$ cat config.mk
export PLATFORM = sky130hd
export DESIGN_NAME = control_pipe
export DESIGN_NICKNAME = d
export VERILOG_FILES = /design/src/rtl/control_pipe_pkg.sv /design/src/rtl/control_pipe_hazard_unit.sv /design/src/rtl/control_pipe.sv
export SDC_FILE = /design/constraint.sdc
export NUM_CORES = 1
export LEC_CHECK = 0
export ABC_AREA = 1
export BUFFER_PORTS_ARGS = -buffer_cell sky130_fd_sc_hd__buf_2
export CAP_MARGIN = 10
export CORE_MARGIN = 5
export CORE_UTILIZATION = 45
export DETAILED_ROUTE_END_ITERATION = 10
export GPL_TIMING_DRIVEN = 0
export PLACE_DENSITY = 0.77
export SLEW_MARGIN = 20
export SYNTH_ARGS = -nofsm -noshare
export SYNTH_HDL_FRONTEND = slang
export SYNTH_SLANG_ARGS = --single-unit
$ cat constraint.sdc
create_clock -name clk -period 1.6 [get_ports clk]
set_clock_uncertainty 0.1 [all_clocks]
set_input_delay 0.08 -clock clk [delete_from_list [all_inputs] [get_ports clk]]
set_output_delay 0.08 -clock clk [all_outputs]
set_load 0.05 [all_outputs]
$ cat src/rtl/control_pipe_pkg.sv
`default_nettype none
// ============================================================================
// Module      : control_pipe_pkg
// Description : Shared types for the control pipeline.
//               ctrl_t      - decoded control word, in id_ctrl bit order
//                             {JumpReg, Jump, Branch, ALUOp[1:0], MemWrite,
//                              MemRead, RegWrite, MemtoReg, ALUSrc}
//               CTRL_BUBBLE - all-zero control word (a pipeline bubble)
//               fwd_sel_t   - EX operand source select encoding
// Revision    : 1.0 - initial release
// ============================================================================
package control_pipe_pkg;

   localparam int CTRL_W = 10;

   typedef struct packed {
      logic       jump_reg;
      logic       jump;
      logic       branch;
      logic [1:0] alu_op;
      logic       mem_write;
      logic       mem_read;
      logic       reg_write;
      logic       mem_to_reg;
      logic       alu_src;
   } ctrl_t;

   localparam ctrl_t CTRL_BUBBLE = '0;

   typedef enum logic [1:0] {
      FWD_RF  = 2'b00,
      FWD_WB  = 2'b01,
      FWD_MEM = 2'b10
   } fwd_sel_t;

endpackage
`default_nettype wire

$ cat src/rtl/control_pipe_hazard_unit.sv
`default_nettype none
// ============================================================================
// Module      : hazard_unit
// Description : Combinational hazard detection and operand forwarding select
//               for the 5-stage pipeline.
//               Optional feature macro: CONTROL_PIPE_FORWARD_EN
//                 defined   - EX/MEM and MEM/WB forwarding; only load-use stalls
//                 undefined - no forwarding; any RAW against ID/EX or EX/MEM
//                             stalls (register file is write-before-read)
// Ports       : ex_redirect          branch/jump resolved in EX
//               id_rs1/id_rs2        ID source indices
//               id_use_rs1/id_use_rs2 ID instruction reads rs1/rs2
//               ex_memread/regwrite  ID/EX control bits
//               ex_rs1/ex_rs2/ex_rd  ID/EX indices
//               mem_regwrite/mem_rd  EX/MEM write-back destination
//               wb_regwrite/wb_rd    MEM/WB write-back destination
//               stall                effective stall (already masked by redirect)
//               pc_write/ifid_write  PC and IF/ID load enables
//               ifid_flush           IF/ID clear
//               fwd_a/fwd_b          EX operand select
// Revision    : 1.0 - initial release
// ============================================================================
module hazard_unit
   import control_pipe_pkg::*;
#(
   parameter int REG_ADDR_W = 5
) (
   input  logic                  ex_redirect,
   input  logic [REG_ADDR_W-1:0] id_rs1,
   input  logic [REG_ADDR_W-1:0] id_rs2,
   input  logic                  id_use_rs1,
   input  logic                  id_use_rs2,
   input  logic                  ex_memread,
   input  logic                  ex_regwrite,
   input  logic [REG_ADDR_W-1:0] ex_rs1,
   input  logic [REG_ADDR_W-1:0] ex_rs2,
   input  logic [REG_ADDR_W-1:0] ex_rd,
   input  logic                  mem_regwrite,
   input  logic [REG_ADDR_W-1:0] mem_rd,
   input  logic                  wb_regwrite,
   input  logic [REG_ADDR_W-1:0] wb_rd,
   output logic                  stall,
   output logic                  pc_write,
   output logic                  ifid_write,
   output logic                  ifid_flush,
   output logic [1:0]            fwd_a,
   output logic [1:0]            fwd_b
);

   localparam logic [REG_ADDR_W-1:0] X0 = '0;

   logic     rs1_ex_hit;
   logic     rs2_ex_hit;
   logic     load_use;
   logic     hazard;
   fwd_sel_t sel_a;
   fwd_sel_t sel_b;

   // A source only counts as dependent when the instruction really reads it
   // and the producer writes a register other than x0.
   assign rs1_ex_hit = id_use_rs1 && ex_regwrite && (ex_rd != X0) && (id_rs1 == ex_rd);
   assign rs2_ex_hit = id_use_rs2 && ex_regwrite && (ex_rd != X0) && (id_rs2 == ex_rd);
   assign load_use   = ex_memread && (rs1_ex_hit || rs2_ex_hit);

`ifdef CONTROL_PIPE_FORWARD_EN
   // EX/MEM holds the younger result, so it wins over MEM/WB.
   always_comb begin
      sel_a = FWD_RF;
      sel_b = FWD_RF;
      if (mem_regwrite && (mem_rd != X0) && (mem_rd == ex_rs1)) begin
         sel_a = FWD_MEM;
      end else if (wb_regwrite && (wb_rd != X0) && (wb_rd == ex_rs1)) begin
         sel_a = FWD_WB;
      end
      if (mem_regwrite && (mem_rd != X0) && (mem_rd == ex_rs2)) begin
         sel_b = FWD_MEM;
      end else if (wb_regwrite && (wb_rd != X0) && (wb_rd == ex_rs2)) begin
         sel_b = FWD_WB;
      end
   end

   assign hazard = load_use;
`else
   logic rs1_mem_hit;
   logic rs2_mem_hit;
   logic unused_fwd_inputs;

   assign rs1_mem_hit = id_use_rs1 && mem_regwrite && (mem_rd != X0) && (id_rs1 == mem_rd);
   assign rs2_mem_hit = id_use_rs2 && mem_regwrite && (mem_rd != X0) && (id_rs2 == mem_rd);

   // Without forwarding, the consumer waits until the producer reaches WB;
   // the write-before-read register file then supplies the value.
   assign hazard = load_use || rs1_ex_hit || rs2_ex_hit || rs1_mem_hit || rs2_mem_hit;

   assign sel_a = FWD_RF;
   assign sel_b = FWD_RF;

   assign unused_fwd_inputs = ^{ex_rs1, ex_rs2, wb_regwrite, wb_rd};
`endif

   // A redirect squashes the ID instruction anyway, so holding it is pointless.
   assign stall      = hazard && !ex_redirect;
   assign pc_write   = !stall;
   assign ifid_write = !stall;
   assign ifid_flush = ex_redirect;
   assign fwd_a      = sel_a;
   assign fwd_b      = sel_b;

endmodule
`default_nettype wire

$ cat src/rtl/control_pipe.sv
`default_nettype none
// ============================================================================
// Module      : control_pipe
// Description : Control-word pipeline (ID/EX, EX/MEM, MEM/WB) with hazard
//               handling for a 5-stage RV32I core: load-use stall, bubble
//               insertion, IF/ID + ID/EX flush on an EX-resolved redirect,
//               and a saturating stall-cycle counter.
//               Optional feature macro: CONTROL_PIPE_FORWARD_EN (forwarding).
// Ports       : clk, rst_n                 clock, async active-low reset
//               id_ctrl                    decoded ID control word
//               id_rs1/id_rs2/id_rd        ID register indices
//               id_use_rs1/id_use_rs2      ID instruction reads rs1/rs2
//               ex_redirect                branch taken / jump in EX
//               ex_ctrl, ex_rs1/rs2/rd     ID/EX stage contents
//               mem_memread/memwrite/
//               mem_regwrite/memtoreg/rd   EX/MEM stage contents
//               wb_regwrite/memtoreg/rd    MEM/WB stage contents
//               pc_write, ifid_write       fetch-side load enables
//               ifid_flush                 IF/ID clear
//               fwd_a, fwd_b               EX operand select
//               stall_cnt                  saturating stall-cycle count
// Revision    : 1.0 - initial release
// ============================================================================
module control_pipe
   import control_pipe_pkg::*;
#(
   parameter int REG_ADDR_W = 5,
   parameter int CNT_W      = 16
) (
   input  logic                  clk,
   input  logic                  rst_n,
   input  logic [CTRL_W-1:0]     id_ctrl,
   input  logic [REG_ADDR_W-1:0] id_rs1,
   input  logic [REG_ADDR_W-1:0] id_rs2,
   input  logic [REG_ADDR_W-1:0] id_rd,
   input  logic                  id_use_rs1,
   input  logic                  id_use_rs2,
   input  logic                  ex_redirect,
   output logic [CTRL_W-1:0]     ex_ctrl,
   output logic [REG_ADDR_W-1:0] ex_rs1,
   output logic [REG_ADDR_W-1:0] ex_rs2,
   output logic [REG_ADDR_W-1:0] ex_rd,
   output logic                  mem_memread,
   output logic                  mem_memwrite,
   output logic                  mem_regwrite,
   output logic                  mem_memtoreg,
   output logic [REG_ADDR_W-1:0] mem_rd,
   output logic                  wb_regwrite,
   output logic                  wb_memtoreg,
   output logic [REG_ADDR_W-1:0] wb_rd,
   output logic                  pc_write,
   output logic                  ifid_write,
   output logic                  ifid_flush,
   output logic [1:0]            fwd_a,
   output logic [1:0]            fwd_b,
   output logic [CNT_W-1:0]      stall_cnt
);

   localparam logic [CNT_W-1:0] CNT_MAX = '1;

   ctrl_t ex_word;
   logic  stall;
   logic  insert_bubble;

   assign ex_ctrl = ex_word;

   // Both a stall and a redirect leave nothing valid to issue into EX.
   assign insert_bubble = stall || ex_redirect;

   hazard_unit #(
      .REG_ADDR_W (REG_ADDR_W)
   ) u_hazard (
      .ex_redirect  (ex_redirect),
      .id_rs1       (id_rs1),
      .id_rs2       (id_rs2),
      .id_use_rs1   (id_use_rs1),
      .id_use_rs2   (id_use_rs2),
      .ex_memread   (ex_word.mem_read),
      .ex_regwrite  (ex_word.reg_write),
      .ex_rs1       (ex_rs1),
      .ex_rs2       (ex_rs2),
      .ex_rd        (ex_rd),
      .mem_regwrite (mem_regwrite),
      .mem_rd       (mem_rd),
      .wb_regwrite  (wb_regwrite),
      .wb_rd        (wb_rd),
      .stall        (stall),
      .pc_write     (pc_write),
      .ifid_write   (ifid_write),
      .ifid_flush   (ifid_flush),
      .fwd_a        (fwd_a),
      .fwd_b        (fwd_b)
   );

   // ID/EX: load the decoded instruction or a bubble (ctrl and indices zero).
   always_ff @(posedge clk or negedge rst_n) begin
      if (!rst_n) begin
         ex_word <= CTRL_BUBBLE;
         ex_rs1  <= '0;
         ex_rs2  <= '0;
         ex_rd   <= '0;
      end else if (insert_bubble) begin
         ex_word <= CTRL_BUBBLE;
         ex_rs1  <= '0;
         ex_rs2  <= '0;
         ex_rd   <= '0;
      end else begin
         ex_word <= ctrl_t'(id_ctrl);
         ex_rs1  <= id_rs1;
         ex_rs2  <= id_rs2;
         ex_rd   <= id_rd;
      end
   end

   // EX/MEM: always advances, so the instruction in EX completes even when
   // it is the one that caused a redirect (jump link write).
   always_ff @(posedge clk or negedge rst_n) begin
      if (!rst_n) begin
         mem_memread  <= 1'b0;
         mem_memwrite <= 1'b0;
         mem_regwrite <= 1'b0;
         mem_memtoreg <= 1'b0;
         mem_rd       <= '0;
      end else begin
         mem_memread  <= ex_word.mem_read;
         mem_memwrite <= ex_word.mem_write;
         mem_regwrite <= ex_word.reg_write;
         mem_memtoreg <= ex_word.mem_to_reg;
         mem_rd       <= ex_rd;
      end
   end

   // MEM/WB: always advances.
   always_ff @(posedge clk or negedge rst_n) begin
      if (!rst_n) begin
         wb_regwrite <= 1'b0;
         wb_memtoreg <= 1'b0;
         wb_rd       <= '0;
      end else begin
         wb_regwrite <= mem_regwrite;
         wb_memtoreg <= mem_memtoreg;
         wb_rd       <= mem_rd;
      end
   end

   // Stall counter sticks at all-ones rather than wrapping.
   always_ff @(posedge clk or negedge rst_n) begin
      if (!rst_n) begin
         stall_cnt <= '0;
      end else if (stall && (stall_cnt != CNT_MAX)) begin
         stall_cnt <= stall_cnt + CNT_W'(1);
      end
   end

endmodule
`default_nettype wire
==> flow_metrics.env <==
export IMPL_die_width_um=87.6
export IMPL_drtIter0Drc=81
export IMPL_max_stage_delay_ps=450
export IMPL_ys_warn_count=0
export IMPL_layout_commonest_cell="nand2_1"
export IMPL_power_density_nw_per_um2=867
export IMPL_placedCellCount=497
export IMPL_synth_cell_type_count=22
export IMPL_synth_top_area_share_pct=52.7
export IMPL_muxShareOfSynthArea_pct=0
export IMPL_yosys_area_share_adder_pct=0.462
export IMPL_cts_made_buffers=9
export IMPL_critical_path_slowest_cell="dfrtp_2"
export IMPL_clockRootBuffer="clkbuf_8"
export IMPL_clk_pin_slew_ps=70
export IMPL_status="finished, violations left"
export IMPL_gp_congestion=0.843
export IMPL_fmax_ghz=0.500
export IMPL_place_ws_ps=-265
export IMPL_post_dp_cell_area_sq_um=3340
export IMPL_synth_top_family_by_area="simple AND/OR/NAND/NOR gates"
export IMPL_final_layout_size_suffix_gt1_share_pct=43.8
export IMPL_cts_max_path_buffers=2
export IMPL_vias=2603
export IMPL_synth_area_sq_um=2710
export IMPL_worstSetupStartpointType="flop"
export IMPL_tightest_slew_ps=700
export IMPL_drc=0
export IMPL_final_net_count=512
export IMPL_overflow=0
export IMPL_fin_cells=561
export IMPL_grt_pass1_vias=2638
export IMPL_synth_top_area_cell="dfrtp_1"
export IMPL_final_setup_viol_count=43
export IMPL_crit_type="flop to primary output"
export IMPL_wirelength_um=7190
export IMPL_ant_nets=0
export IMPL_synth_simple_area_share_pct=32.2
export IMPL_end_kind="primary output"
export IMPL_maxCapViolations=0
export IMPL_antenna_found_initial=0
export IMPL_hold_violations=0
export IMPL_finalCriticalPeriod_ps=2000
export IMPL_nFillCells=451
export IMPL_crit_arrival_ps=1820
export IMPL_mostFrequentLayoutCells="nand2_1, buf_2, dfrtp_1"
export IMPL_fin_crit_sh_pct=125
export IMPL_ir_worst_vdd_v=0.000832
export IMPL_hpwl_um=4700
export IMPL_pin_count=94
export IMPL_seq_area_frac_synth_pct=52.7
export IMPL_rows=28
export IMPL_violations="setup timing"
export IMPL_utilization_pct=70.2
export IMPL_fin_ws_ps=-399
export IMPL_avgViaCountPerCell=4.64
export IMPL_grt_pass1_wl_um=11900
export IMPL_first_pass_iters=5
export IMPL_n_antenna_cell=0
export IMPL_synth_area_leaders="dfrtp_1, nand2_1, nor2_1"
export IMPL_cts_tree="yes"
export IMPL_start_util_pct=46.0
export IMPL_htreeDepth=3
export IMPL_clk_latency_ps=340
export IMPL_critPathRequiredTime_ps=1420
export IMPL_wl_per_cell_um=12.8
export IMPL_synth_compound_area_share_pct=0
export IMPL_synthXorXnorAreaFrac_pct=4.53
export IMPL_slew_headroom_pct=53.4
export IMPL_synthCells=330
export IMPL_synth_avg_cell_area_sq_um=8.21
export IMPL_clock_sinks=57
export IMPL_maxSlewViolCount=0
export IMPL_io_buffers=89
export IMPL_grtUsageTotal_pct=20.2
export IMPL_path_cells="nand2_1 -> nand2_1 -> nor2_2 -> nand3_1 -> nand2_1 -> nand2_2 -> nand2_4 -> buf_8 -> nand2_8 -> buf_8 -> buf_8"
export IMPL_p_leak_nw=2.28
export IMPL_hold_class="input pin to flop"
export IMPL_postLayoutCellArea_sq_um=4130
export IMPL_synth_seq_cells=57
export IMPL_die_y_um=87.6
export IMPL_grt_max_degree=58
export IMPL_rsz0062_at_grt="true"
export IMPL_coreArea_sq_um=5890
export IMPL_path_buf_inv=3
export IMPL_p_total_mw=3.59
export IMPL_layout_area_overhead_vs_synth_pct=52.6
export IMPL_dieArea_sq_um=7670
export IMPL_cp_top_family="simple AND/OR/NAND/NOR gates"
export IMPL_crit_fanout=6
[area by class of cell]
cell class,instances,area [sq um],share of cell area [%]
Inverter,45,169,4.09
Timing Repair Buffer,137,956,23.1
Multi-Input combinational cell,216,1140,27.7
Sequential cell,57,1450,35.1
Buffer,15,139,3.36
Tap cell,75,93.8,2.27
Clock buffer,10,138,3.33
Clock inverter,6,43.8,1.06
[flip-flops by register name, indices dropped and copies added, names as in the netlist, 5 cells and up]
name / cells
mem_rd: 5
ex_ctrl: 10
stall_cnt: 16
wb_rd: 5
ex_rs1: 5
ex_rs2: 5
ex_rd: 5
[worst paths after layout]
kind                                           start                   endpoint  depth (start not counted)  slack [ps]
worst max-delay path              ex_rd[2]$_DFF_PN0_                   pc_write                         11        -400
worst max register to register    ex_rd[2]$_DFF_PN0_  stall_cnt[14]$_DFFE_PN0P_                         12        -160
worst min register to register  ex_ctrl[1]$_DFF_PN0_     mem_memtoreg$_DFF_PN0_                          0         280
min in group asynchronous                      rst_n  stall_cnt[15]$_DFFE_PN0P_                          2         230
worst min-delay path                     ex_redirect   stall_cnt[0]$_DFFE_PN0P_                          6         140
max in group asynchronous                      rst_n         ex_rd[0]$_DFF_PN0_                          2         660
[synthesized netlist by cell type]
| cell type | count |
|---|---|
| nand3_2 | 2 |
| nor2_2 | 1 |
| nor2_1 | 47 |
| nor3_1 | 4 |
| inv_2 | 7 |
| clkbuf_1 | 2 |
| nand3_4 | 1 |
| buf_6 | 1 |
| xnor2_1 | 8 |
| nand2_1 | 107 |
| inv_1 | 38 |
| conb_1 | 1 |
| nand4_1 | 17 |
| nand2_4 | 2 |
| buf_2 | 3 |
| nor2_4 | 3 |
| nand2_2 | 3 |
| ha_1 | 1 |
| buf_4 | 9 |
| dfrtp_1 | 57 |
| nand3_1 | 10 |
| xor2_1 | 6 |
[timing repair]
item | in CTS | in global routing
hold buffers | 26 | 0
endpoints found under the hold margin | 82 | 0
gates cloned | 3 | 0
buffers inserted | 16 | 5
gates resized for setup | 26 | 28
endpoints found under the setup margin | 38 | 43
pin swaps | 6 | 7
[per-layer routing]
layer	vias up	routed length [um]	global-route usage (%)
met2	84	3760	34.5
met3	10	632	8.65
met4	0	109	7.25
met1	1216	2690	22.4
met5	-	0	0
li1	1293	-	-
[power by group]
part           total [mW]  internal [mW]  switching [mW]  leakage, nW
logic               0.793          0.264           0.529         1.48
registers            1.57           1.52          0.0548        0.724
clock network        1.22          0.602           0.618       0.0805
[metrics by stage]
step | setup TNS, ps | hold slack [ps]
after CTS | -4070 | 117
after floorplan | -2190 | -316
after global routing | -10160 | 144
final | -5230 | 138
after detailed placement | -3600 | 83.0
after global placement | -2700 | 185
[worst register-to-register path, cell delays in order, from the launching register on]
cell and delay, ps:
dfrtp_2 450, nand2_1 100, nand2_1 80, nor2_2 110, nand3_1 70, nand2_1 80, nand2_2 70, nand2_4 80
buf_4 130, nand3_4 110, buf_6 160, nand2_1 50, nand2_1 50
[logic make-up after synthesis]
group | after synthesis
other cells | 1
flops | 57
simple gates | 197
buf+inv | 60
fa+ha+maj | 1
xor+xnor | 14
Power figures use the tool's default switching activity.
